### src/rtl/on_off_sender.sv
// ============================================================================
// Module      : on_off_sender
// Description : Link sender with staging FIFO, gated by downstream on/off flow control.
// Revision    : 1.0 - initial release
// ============================================================================
`default_nettype none

module on_off_sender #(
    parameter int BUFFER_SIZE    = 4,
    parameter int ON_OFF_LATENCY = 4,
    parameter int FLIT_W         = 32
) (
    input  logic              clk,
    input  logic              rst,
    input  logic [FLIT_W-1:0] data_i,
    input  logic              valid_i,
    output logic              ready_o,
    input  logic              on_off_i,
    output logic [FLIT_W-1:0] data_o,
    output logic              valid_o,
    output logic [1:0]        state_o,
    output logic [15:0]       stall_cnt_o
);

    localparam int            AW    = $clog2(BUFFER_SIZE);
    localparam logic [AW:0]   DEPTH = (AW + 1)'(BUFFER_SIZE);

    typedef enum logic [1:0] {
        ST_IDLE   = 2'd0,
        ST_ACTIVE = 2'd1,
        ST_HALTED = 2'd2
    } state_t;

    // The one-cycle on/off sample delay must fit inside the downstream headroom.
    if ((BUFFER_SIZE < 2) || ((BUFFER_SIZE & (BUFFER_SIZE - 1)) != 0) || (ON_OFF_LATENCY < 1))
    begin : g_bad_params
        $error("on_off_sender: invalid BUFFER_SIZE or ON_OFF_LATENCY");
    end

    logic [FLIT_W-1:0] mem_q [BUFFER_SIZE];

    logic [AW-1:0]     wr_ptr_q, wr_ptr_d;
    logic [AW-1:0]     rd_ptr_q, rd_ptr_d;
    logic [AW:0]       count_q, count_d;
    logic              on_off_q, on_off_d;
    logic              valid_q, valid_d;
    logic [FLIT_W-1:0] data_q, data_d;
    state_t            state_q, state_d;
    logic [15:0]       stall_q, stall_d;
    logic              push, pop;

    always_ff @(posedge clk or posedge rst) begin
        if (rst) begin
            wr_ptr_q <= '0;
            rd_ptr_q <= '0;
            count_q  <= '0;
            on_off_q <= 1'b1;
            valid_q  <= 1'b0;
            data_q   <= '0;
            state_q  <= ST_IDLE;
            stall_q  <= '0;
        end else begin
            wr_ptr_q <= wr_ptr_d;
            rd_ptr_q <= rd_ptr_d;
            count_q  <= count_d;
            on_off_q <= on_off_d;
            valid_q  <= valid_d;
            data_q   <= data_d;
            state_q  <= state_d;
            stall_q  <= stall_d;
        end
    end

    // Storage is deliberately unreset; the pointers alone define which entries are live.
    always_ff @(posedge clk) begin
        if (push) begin
            mem_q[wr_ptr_q] <= data_i;
        end
    end

    always_comb begin
        push     = valid_i && ready_o;
        pop      = (count_q != '0) && on_off_q;
        wr_ptr_d = wr_ptr_q;
        rd_ptr_d = rd_ptr_q;
        count_d  = count_q;
        on_off_d = on_off_i;
        valid_d  = pop;
        data_d   = data_q;
        state_d  = ST_IDLE;
        stall_d  = stall_q;

        if (push) begin
            wr_ptr_d = wr_ptr_q + AW'(1);
        end
        if (pop) begin
            rd_ptr_d = rd_ptr_q + AW'(1);
            data_d   = mem_q[rd_ptr_q];
        end
        count_d = count_q + {{AW{1'b0}}, push} - {{AW{1'b0}}, pop};

        if (!on_off_d && (count_d != '0)) begin
            state_d = ST_HALTED;
        end else if (count_d != '0) begin
            state_d = ST_ACTIVE;
        end

        if ((state_q == ST_HALTED) && (stall_q != 16'hFFFF)) begin
            stall_d = stall_q + 16'd1;
        end
    end

    assign ready_o     = (count_q < DEPTH);
    assign data_o      = data_q;
    assign valid_o     = valid_q;
    assign state_o     = state_q;
    assign stall_cnt_o = stall_q;

endmodule

`default_nettype wire

### config.mk
export PLATFORM = sky130hd
export DESIGN_NAME = on_off_sender
export DESIGN_NICKNAME = d
export VERILOG_FILES = /design/src/rtl/on_off_sender.sv
export SDC_FILE = /design/constraint.sdc
export NUM_CORES = 1
export LEC_CHECK = 0
export CORE_ASPECT_RATIO = 0.5
export CORE_UTILIZATION = 45
export DETAILED_ROUTE_END_ITERATION = 6
export PLACE_DENSITY = 0.63
export SYNTH_ARGS = -nofsm -noshare
export SYNTH_HDL_FRONTEND = slang
export SYNTH_SLANG_ARGS = --single-unit
### constraint.sdc
create_clock -name clk -period 3.69 [get_ports clk]
set_input_delay 0.5535 -clock clk [delete_from_list [all_inputs] [get_ports clk]]
set_output_delay 0.5535 -clock clk [all_outputs]
set_load 0.02 [all_outputs]
Word-level counts from Yosys, hierarchy flattened

Memory sizes are Yosys's and may differ from the RTL's. A register that Yosys moved wholly into a read port is not among the register bits.
Cells that the tools add are included.

ROM bits: 0
Latch bits: 0
Output and inout bits: 52
Bits in registers: 27
Logic and storage cells: 27
RAM bits: 128
Memories kept: 1

$add $sub $neg: 5
$lt $le $gt $ge: 1
$mul: 0
Equality and inequality tests: 2
Mux-type cells: 4
Divide/modulo/power cells: 0
Bitwise logic cells: 0
Reduce and logical (&&, ||, !) cells: 7
Shift-type cells: 0

Memories:

| name  | words | width | rd ports | clocked after memory_dff | write ports | RTL line | source |
|---|---|---|---|---|---|---|---|
| mem_q | 4     | 32    | 1        | 1                        | 1           | 40       | `logic [FLIT_W-1:0] mem_q [BUFFER_SIZE];` |

Operators with widths:

| operator                                                        | number |
|---|---|
| 16-bit by 1-bit adder with 16-bit output, second input constant | 1 |
| 16-bit inequality test, second input constant                   | 1 |
| 3-bit nonzero test                                              | 2 |
| 2-bit by 1-bit adder with 2-bit output, second input constant   | 2 |
| 1-bit logical AND                                               | 4 |
| 3-bit by 1-bit adder with 3-bit output                          | 1 |
| 3-bit less-than comparator, second input constant               | 1 |
| 1-bit 2-to-1 mux                                                | 3 |
| 3-bit by 1-bit subtractor with 3-bit output                     | 1 |
| 2-bit == test, second input constant                            | 1 |
| 2-bit 2-to-1 mux                                                | 1 |
| 1-bit zero test                                                 | 1 |

Depth between registers and ports, before layout

Gate-level depths: netlist of the first run.

Depth in word-level cells: 7
Mapped depth: 11

Least setup slack after synthesis of the first run

No wires, ideal clock.

Path type: register -> register
From: register count_q[2]
To: register state_q[0] (netlist: state_o[0])
Library setup time: 0.127 ns
Cell stages (with the launch flop): 12
Required time: 3.563 ns
Data arrival time: 2.556 ns
Period minus slack after synthesis: 2.683 ns
Slack: 1.007 ns
Buffers on the path: 1
Cells stage by stage: dfrtp_1 -> o31ai_2 -> inv_2 -> clkbuf_1 -> ha_1 -> inv_1 -> ha_1 -> fa_1 -> xnor2_1 -> xnor2_1 -> nor3_1 -> nor2b_1

Elaborated cells on any way between the ends: 10
Classes of those cells: add/sub (2); order compare (1); mux (2); reduce/logical (5)

RTL lines:

| item                                                  | RTL line | source |
|---|---|---|
| start: declaration                                    | 44       | `logic [AW:0] count_q, count_d;` |
| start signal: assignment                              | 65       | `count_q <= count_d;` |
| 3-bit nonzero test *                                  | 83       | `pop = (count_q != '0) && on_off_q;` |
| 1-bit logical AND *                                   | 83       |  |
| via pop                                               | 50       | `logic push, pop;` |
| 3-bit by 1-bit subtractor with 3-bit output *         | 100      | `count_d = count_q + {{AW{1'b0}}, push} - {{AW{1'b0}}, pop};` |
| via count_d[2]                                        | 44       |  |
| 3-bit nonzero test *                                  | 102, 104 |  |
| 1-bit 2-to-1 mux or 1-bit logical AND (tied branches) | 104, 102 |  |
| 2-bit 2-to-1 mux *                                    | 102      | `if (!on_off_d && (count_d != '0)) begin` |
| via state_d[0]                                        | 48       | `state_t state_q, state_d;` |
| end signal: assignment                                | 69       | `state_q <= state_d;` |
| end: declaration                                      | 48       |  |

The timed path passes the listed nets; every way through them passes the cells marked *.
A chain may end at the register's enable or synchronous reset.

Worst setup path after layout of the first run

From: input valid_i
To: register state_q[0] (netlist: state_o[0])

Longest elaborated chain between the ends: 6
Elaborated cells on any way between the ends: 7
Classes of those cells: add/sub (2); mux (2); reduce/logical (3)

RTL lines:

| item                                                  | RTL line | source |
|---|---|---|
| start: declaration                                    | 16       | `input logic valid_i,` |
| 1-bit logical AND *                                   | 82       | `push = valid_i && ready_o;` |
| 3-bit by 1-bit adder with 3-bit output *              | 100      |  |
| 3-bit by 1-bit subtractor with 3-bit output *         | 100      |  |
| via count_d[2]                                        | 44       |  |
| 3-bit nonzero test *                                  | 102, 104 |  |
| 1-bit 2-to-1 mux or 1-bit logical AND (tied branches) | 104, 102 |  |
| 2-bit 2-to-1 mux *                                    | 102      |  |
| via state_d[0]                                        | 48       |  |

Marks and branches as above.

==> metrics.txt, run 1 <==
antenna-violating nets left 0; Largest delay share family, worst path adder cells; largest net degree at the start of global routing 36; root buf cell clkbuf_16; synth unique cells 30; Placed Instance Area 8210 um^2; final worst slack around 1.1 ns; post-route cell area 8770 um^2; post-cts resize count 0; Post-Synth XOR/XNOR Area 0.0247; First DRT Iteration DRCs approximately 310; crit path max-delay cell type clkdlybuf4s50_1; Buf+Inv Stages, Crit Path 3; Setup crit end kind flop; Die Y just over 90 um; Placer Congestion around 0.8; combinational fraction of design power 0.289; number of global-route vias before repair 3822; WP data arrival 2.93 ns; Worst R2R End state_o[0]$_DFF_PP0_; top_reg_cell synth edfxtp_1; Syn Std Cell Area 7080 um^2; max-slew violations 0; Hold WC Path Type in -> async; FMAX 381 MHz; Adder-Cell Fraction of Synth Area 0.0152; Max Root-Sink Buffers 2; minimum clock period 2.62 ns; Via Count 3648; pre-CTS setup slack ~0.60 ns; Gate Count Post-Synth about 410; Seq pwr share 0.454; WHS roughly 0.45 ns; DRC violations left 14; Syn Area/Cell 17.1 um^2; routed wire length 13100 um; Ys Warns 0; final setup violation count 0; Die W approximately 180 um; Reg clk slew, reported paths 0.08 ns; Worst Max-Slew Pin Slew 0.882 ns; Total GRT Usage 0.172; port bufs 87; share of Yosys cell area claimed by the top area cell type 0.543; most common cell in the netlist edfxtp_1; core area 14900 um^2; worst skew pair latency 0.43 ns; Synth async-reset ratio 0.316; Sw Share 0.320; Synth Area in Compound Gates 0.00636; Rows 31; Initial Util 0.475; first-pass GRT wire length around 21000 um; Tcrit/Tclk final 0.711; share of layout cells above drive strength 1 0.162; largest family of logic cells by synthesized area multiplexers; internal power 4.62 mW; Synth Area in Simple Gates 0.0834; flop-to-flop setup slack 1.22 ns; post-layout util 0.589; Die Area 16300 um^2; Seq/Total Area, Yosys 0.751; failing checks DRC; nets@finish between 500 and 600; clock group share of total power 0.257; final cell count without fillers 724; worst-path fanout max 8; Post-CTS Hold Fix Bufs 0; Reg2Reg Depth 10; Syn Nets 458; GRT overflow 0; R2R Path Start count_q[2]$_DFF_PP0_; Fin. Hold Viols 0; pwr dens 774 nW/um^2; drt first pass iters 7; total CTS buffers 17; post-DR wirelength/cell 18.0 um; Synth area leaders edfxtp_1, dfrtp_1, mux4_2; TritonCTS clock tree yes; H-tree depth 4; initial antenna violation count 0; crit path kind in -> reg; setup TNS 0 ns; vias per cell roughly 5.0; worst vdd ir 425 uV; RSZ-0062 raised after global routing false; Post-synth EDFFs 128; status finished with violations; WP data required ~4.0 ns; hpwl dp approximately 8000 um; total net switching power ~2.2 mW; synth cell count leaders edfxtp_1, nand2_1, dfrtp_1; Layout area overhead 23.9%; I/O pin cnt a little under 90; LEAKAGE 3.30 nW; flops & latches, synth ~190; Pwr Total 6.79 mW; mux contribution to synthesized area 0.104; Max Cap Viol 0; area leader, netlist edfxtp_1; CTS Sinks roughly 190; final antenna diode count 0; Final Skew 0.00928 ns; placed cell count 692; CP startpoint kind input pin; crit-path cells clkdlybuf4s50_1 > nor2b_1 > inv_1 > ha_1 > inv_1 > ha_1 > fa_1 > xnor2_1 > xnor2_1 > nor3_1 > nor2b_1; Setup Buffers After CTS 0; Max-slew headroom 0.412; peak per-stage delay on the critical path 0.45 ns
worst reg2reg max path: stages (launching register included):
cell and delay, ns:
dfrtp_1 0.42, nor2b_1 0.39, inv_1 0.09, ha_1 0.29, inv_1 0.04, ha_1 0.18, fa_1 0.38, xnor2_1 0.14
xnor2_1 0.15, nor3_1 0.21, nor2b_1 0.07
placed cells by master (no fill, tap or decap):
master	synthesis	layout
clkinv_8	0	1
fa_1	1	1
o31ai_4	0	1
mux4_2	32	32
nor2_1	5	5
inv_6	0	4
nand2_1	104	104
and3_1	3	3
clkinv_4	0	3
and4_1	1	1
xnor2_1	15	15
o21ai_0	1	1
nor2b_1	3	3
clkbuf_16	0	17
and2_2	0	4
nand4_4	1	1
clkbuf_1	11	1
inv_1	8	7
nor3_1	3	3
nor4_1	1	1
inv_2	1	2
mux2_4	1	1
dfstp_2	1	1
ha_1	7	7
inv_8	0	4
buf_4	0	9
or2b_1	1	1
xor2_1	5	5
o311ai_2	1	1
clkdlybuf4s50_1	0	87
o41a_1	1	1
dfrtp_2	0	2
dfrtp_1	58	56
edfxtp_1	128	128
nand3_1	7	7
clkinv_2	0	2
nand4_1	4	4
cell type report:
class                           instances  area, um^2
Tap cell                              198         248
Fill cell                            1157        6120
Inverter                                9        33.8
Sequential cell                       187        5320
Clock buffer                           18         429
Clock inverter                         14         133
Timing Repair Buffer                   96         938
Multi-Input combinational cell        202        1670
worst max path at each step:
stage / slack [ns] / endpoint / from / depth (start not counted)
floorplan: 1.01 / state_o[0]$_DFF_PP0_ / count_q[2]$_DFF_PP0_ / 11
CTS: 1.06 / state_o[0]$_DFF_PP0_ / valid_i / 11
finish: 1.07 / state_o[0]$_DFF_PP0_ / valid_i / 11
detailed placement: 0.60 / state_o[0]$_DFF_PP0_ / valid_i / 11
global placement: 0.65 / state_o[0]$_DFF_PP0_ / valid_i / 11
global route: 0.94 / state_o[0]$_DFF_PP0_ / valid_i / 11
cells by family after synthesis:
| group | Yosys count |
|---|---|
| mux | 33 |
| buf+inv | 25 |
| flops | 187 |
| fa+ha+maj | 8 |
| simple gates | 137 |
| compound gates | 4 |
| xor+xnor | 20 |
state kept, by name, indices dropped and copies added (netlist names):
| name | count |
|---|---|
| on_off_q | 1 |
| valid_o | 1 |
| count_q | 3 |
| data_o | 32 |
| state_o | 2 |
| mem_q | 128 |
| stall_cnt_o | 16 |
| wr_ptr_q | 2 |
| rd_ptr_q | 2 |
metal layers:
layer  GRT usage  vias up  wire length (um)
met5           0        -                 0
met4      0.0625        0               138
met3      0.0431       12               509
met2       0.268       66              6190
met1       0.236     1863              6220
li1            -     1707                 -
power by group through the flow:
| stage | combinational [mW] | sequential (mW) | clock (mW) |
|---|---|---|---|
| 2_1_floorplan | 1.09 | 3.21 | 0 |
| 3_3_place_gp | 1.96 | 3.12 | 0 |
| 3_5_place_dp | 1.99 | 3.14 | 0 |
| 4_1_cts | 1.99 | 3.09 | 1.79 |
| 5_1_grt | 2.12 | 3.15 | 1.85 |
| 6_report | 1.96 | 3.08 | 1.75 |
Power figures use the tool's default switching activity.
==> inputs of run 2 (changes only) <==
==> constraint.sdc (replaced) <==
create_clock -name clk -period 2.5 [get_ports clk]
set_input_delay 0.375 -clock clk [delete_from_list [all_inputs] [get_ports clk]]
set_output_delay 0.375 -clock clk [all_outputs]
set_load 0.02 [all_outputs]
==> run 2 against run 1 <==
  * Setup slack got worse by 0.90 ns
  * Combinational power is 59% higher
  * Highest routed layer unchanged
  * Core utilization increased by 0.66 points
  * Count of clock-buffer cells in the layout unchanged
  * Largest cell class unchanged
  * Die area unchanged
  * Largest power group unchanged
  * The flow still finishes with violations (DRC)
==> metrics.txt, run 2 (same netlist as run 1, synthesis figures left out) <==
R2R Path Start count_q[1]$_DFF_PP0_ (was count_q[2]$_DFF_PP0_); CTS Sinks 187 (unchanged); WP data required 2.81 ns (was 4.00 ns); Max Root-Sink Buffers 2 (unchanged); Fin. Hold Viols 0 (unchanged); Worst Max-Slew Pin Slew 0.541 ns (was 0.882 ns); Sw Share 0.319 (was 0.320); most common library cell in the layout ignoring fill and taps edfxtp_1 (unchanged); Rows 31 (unchanged); Via Count 3768 (was 3648); Largest register FFs 128 (unchanged); clock group share of total power 0.254 (was 0.257); peak per-stage delay on the critical path 0.43 ns (was 0.45 ns); worst vdd ir 528 uV (was 425 uV); nets@finish 563 (was 557); DRC violations left 12 (was 14); First DRT Iteration DRCs 312 (was 314); H-tree depth 4 (unchanged); Buf+Inv Stages, Crit Path 2 (was 3); Seq pwr share 0.436 (was 0.454); post-layout util 0.596 (was 0.589); Layout area overhead 25.3% (was 23.9%); Final Skew 0.0123 ns (was 0.00928 ns); Setup crit end kind flop (unchanged); minimum clock period 2.34 ns; final worst slack 0.164 ns (was 1.07 ns); share of layout cells above drive strength 1 0.173 (was 0.162); total CTS buffers 17 (unchanged); Die W 179 um (unchanged); largest net degree at the start of global routing 35 (was 36); Total GRT Usage 0.172 (about the same); failing checks DRC (unchanged); Worst R2R End state_o[0]$_DFF_PP0_ (unchanged); antenna-violating nets left 0 (unchanged); Initial Util 0.475 (unchanged); flop-to-flop setup slack 0.16 ns (was 1.22 ns); root buf cell clkbuf_16 (unchanged); routed wire length 13100 um (about the same); pre-CTS setup slack -0.136 ns (was 0.595 ns); total net switching power 3.22 mW (was 2.17 mW); GRT overflow 0 (unchanged); drt first pass iters 7 (unchanged); vias per cell 5.16 (was 5.04); WP data arrival 2.65 ns (was 2.93 ns); Hold WC Path Type in -> async (unchanged); Placer Congestion 0.790 (was 0.796); combinational fraction of design power 0.310 (was 0.289); post-DR wirelength/cell 17.9 um (was 18.0 um); final antenna diode count 0 (unchanged); crit path kind reg -> reg (was in -> reg); I/O pin cnt 88 (unchanged); largest reg by FF count mem_q (unchanged); core area 14900 um^2 (unchanged); internal power 6.87 mW (was 4.62 mW); crit-path cells o31ai_4 > inv_2 > ha_1 > inv_1 > ha_1 > fa_2 > xnor2_1 > xnor2_1 > nor3_1 > nor2b_1 (was clkdlybuf4s50_1 > nor2b_1 > inv_1 > ha_1 > inv_1 > ha_1 > fa_1 > xnor2_1 > xnor2_1 > nor3_1 > nor2b_1); RSZ-0062 raised after global routing false (unchanged); status finished with violations (unchanged); setup TNS 0 ns (unchanged); LEAKAGE 3.34 nW (was 3.30 nW); port bufs 87 (unchanged); TritonCTS clock tree yes (unchanged); Reg clk slew, reported paths 0.07 ns (was 0.08 ns); Setup Buffers After CTS 0 (unchanged); first-pass GRT wire length 20700 um (was 20800 um); number of global-route vias before repair 3801 (was 3822); pwr dens 1140 nW/um^2 (was 774 nW/um^2); initial antenna violation count 0 (unchanged); Reg2Reg Depth 10 (unchanged); most frequent cells in the layout edfxtp_1, nand2_1, clkdlybuf4s50_1, dfrtp_1, mux4_2 (unchanged); worst-path fanout max 3 (was 8); Tcrit/Tclk final 0.935; post-route cell area 8870 um^2 (was 8770 um^2); worst skew pair latency 0.44 ns (was 0.43 ns); Die Area 16300 um^2 (unchanged); Max Cap Viol 0 (unchanged); final setup violation count 0 (unchanged); Max-slew headroom 0.639 (was 0.412); Largest delay share family, worst path adder cells (unchanged); max-slew violations 0 (unchanged); CP startpoint kind flop (was input pin); Placed Instance Area 8310 um^2 (was 8210 um^2); FMAX 428 MHz; crit path max-delay cell type dfrtp_1 (was clkdlybuf4s50_1); Die Y 90.7 um (unchanged); hpwl dp 8100 um (was 8030 um); post-cts resize count 0 (unchanged); Post-CTS Hold Fix Bufs 0 (unchanged)
[run 2: cell type report]
class	instances	area, um^2
multi-input combinational	202	1670
fill	1156	6020
sequential	187	5320
tap	198	248
inverter	9	33.8
clock inverter	14	133
clock buffer	18	429
timing repair buffer	102	1030
[run 2: worst register-to-register path, delay by kind of cell (launching register included)]
family                   cells  cell delay, ns
AO/OA/AOI/OAI                1            0.28
adder cells (fa/ha/maj)      3            0.79
flip-flops                   1            0.43
XOR/XNOR                     2            0.28
AND/OR/NAND/NOR              2            0.34
buffers and inverters        2            0.10
[run 2: per-stage QoR]
stage	hold WS, ns	std cells	total power, mW
floorplan	0.379	414	6.37
global placement	0.460	698	7.57
detailed placement	0.462	698	7.64
CTS	0.318	730	10.2
global route	0.341	730	10.6
finish	0.311	730	10.1
[run 2: power groups by stage]
stage / registers (mW) / clock network [mW] / logic [mW]
final: 4.40 / 2.56 / 3.12
after CTS: 4.41 / 2.62 / 3.19
after detailed placement: 4.47 / 0 / 3.17
after floorplan: 4.75 / 0 / 1.63
after global placement: 4.44 / 0 / 3.13
after global routing: 4.47 / 2.73 / 3.38
[run 2: how the worst max path moves through the flow]
stage / from / end / cells past startpoint
after floorplan: count_q[1]$_DFF_PP0_ / state_o[0]$_DFF_PP0_ / 11
after detailed placement: valid_i / state_o[0]$_DFF_PP0_ / 11
final: count_q[1]$_DFF_PP0_ / state_o[0]$_DFF_PP0_ / 10
after global placement: valid_i / state_o[0]$_DFF_PP0_ / 11
after CTS: count_q[1]$_DFF_PP0_ / state_o[0]$_DFF_PP0_ / 10
after global routing: count_q[1]$_DFF_PP0_ / state_o[0]$_DFF_PP0_ / 10
[run 2: routing by layer]
metal  track usage  share of wire  up-vias
met5             0              0        -
met4        0.0603          0.013        0
met3        0.0488          0.054       19
met2         0.262           0.45       92
met1         0.238           0.48     1931
li1              -              -     1726
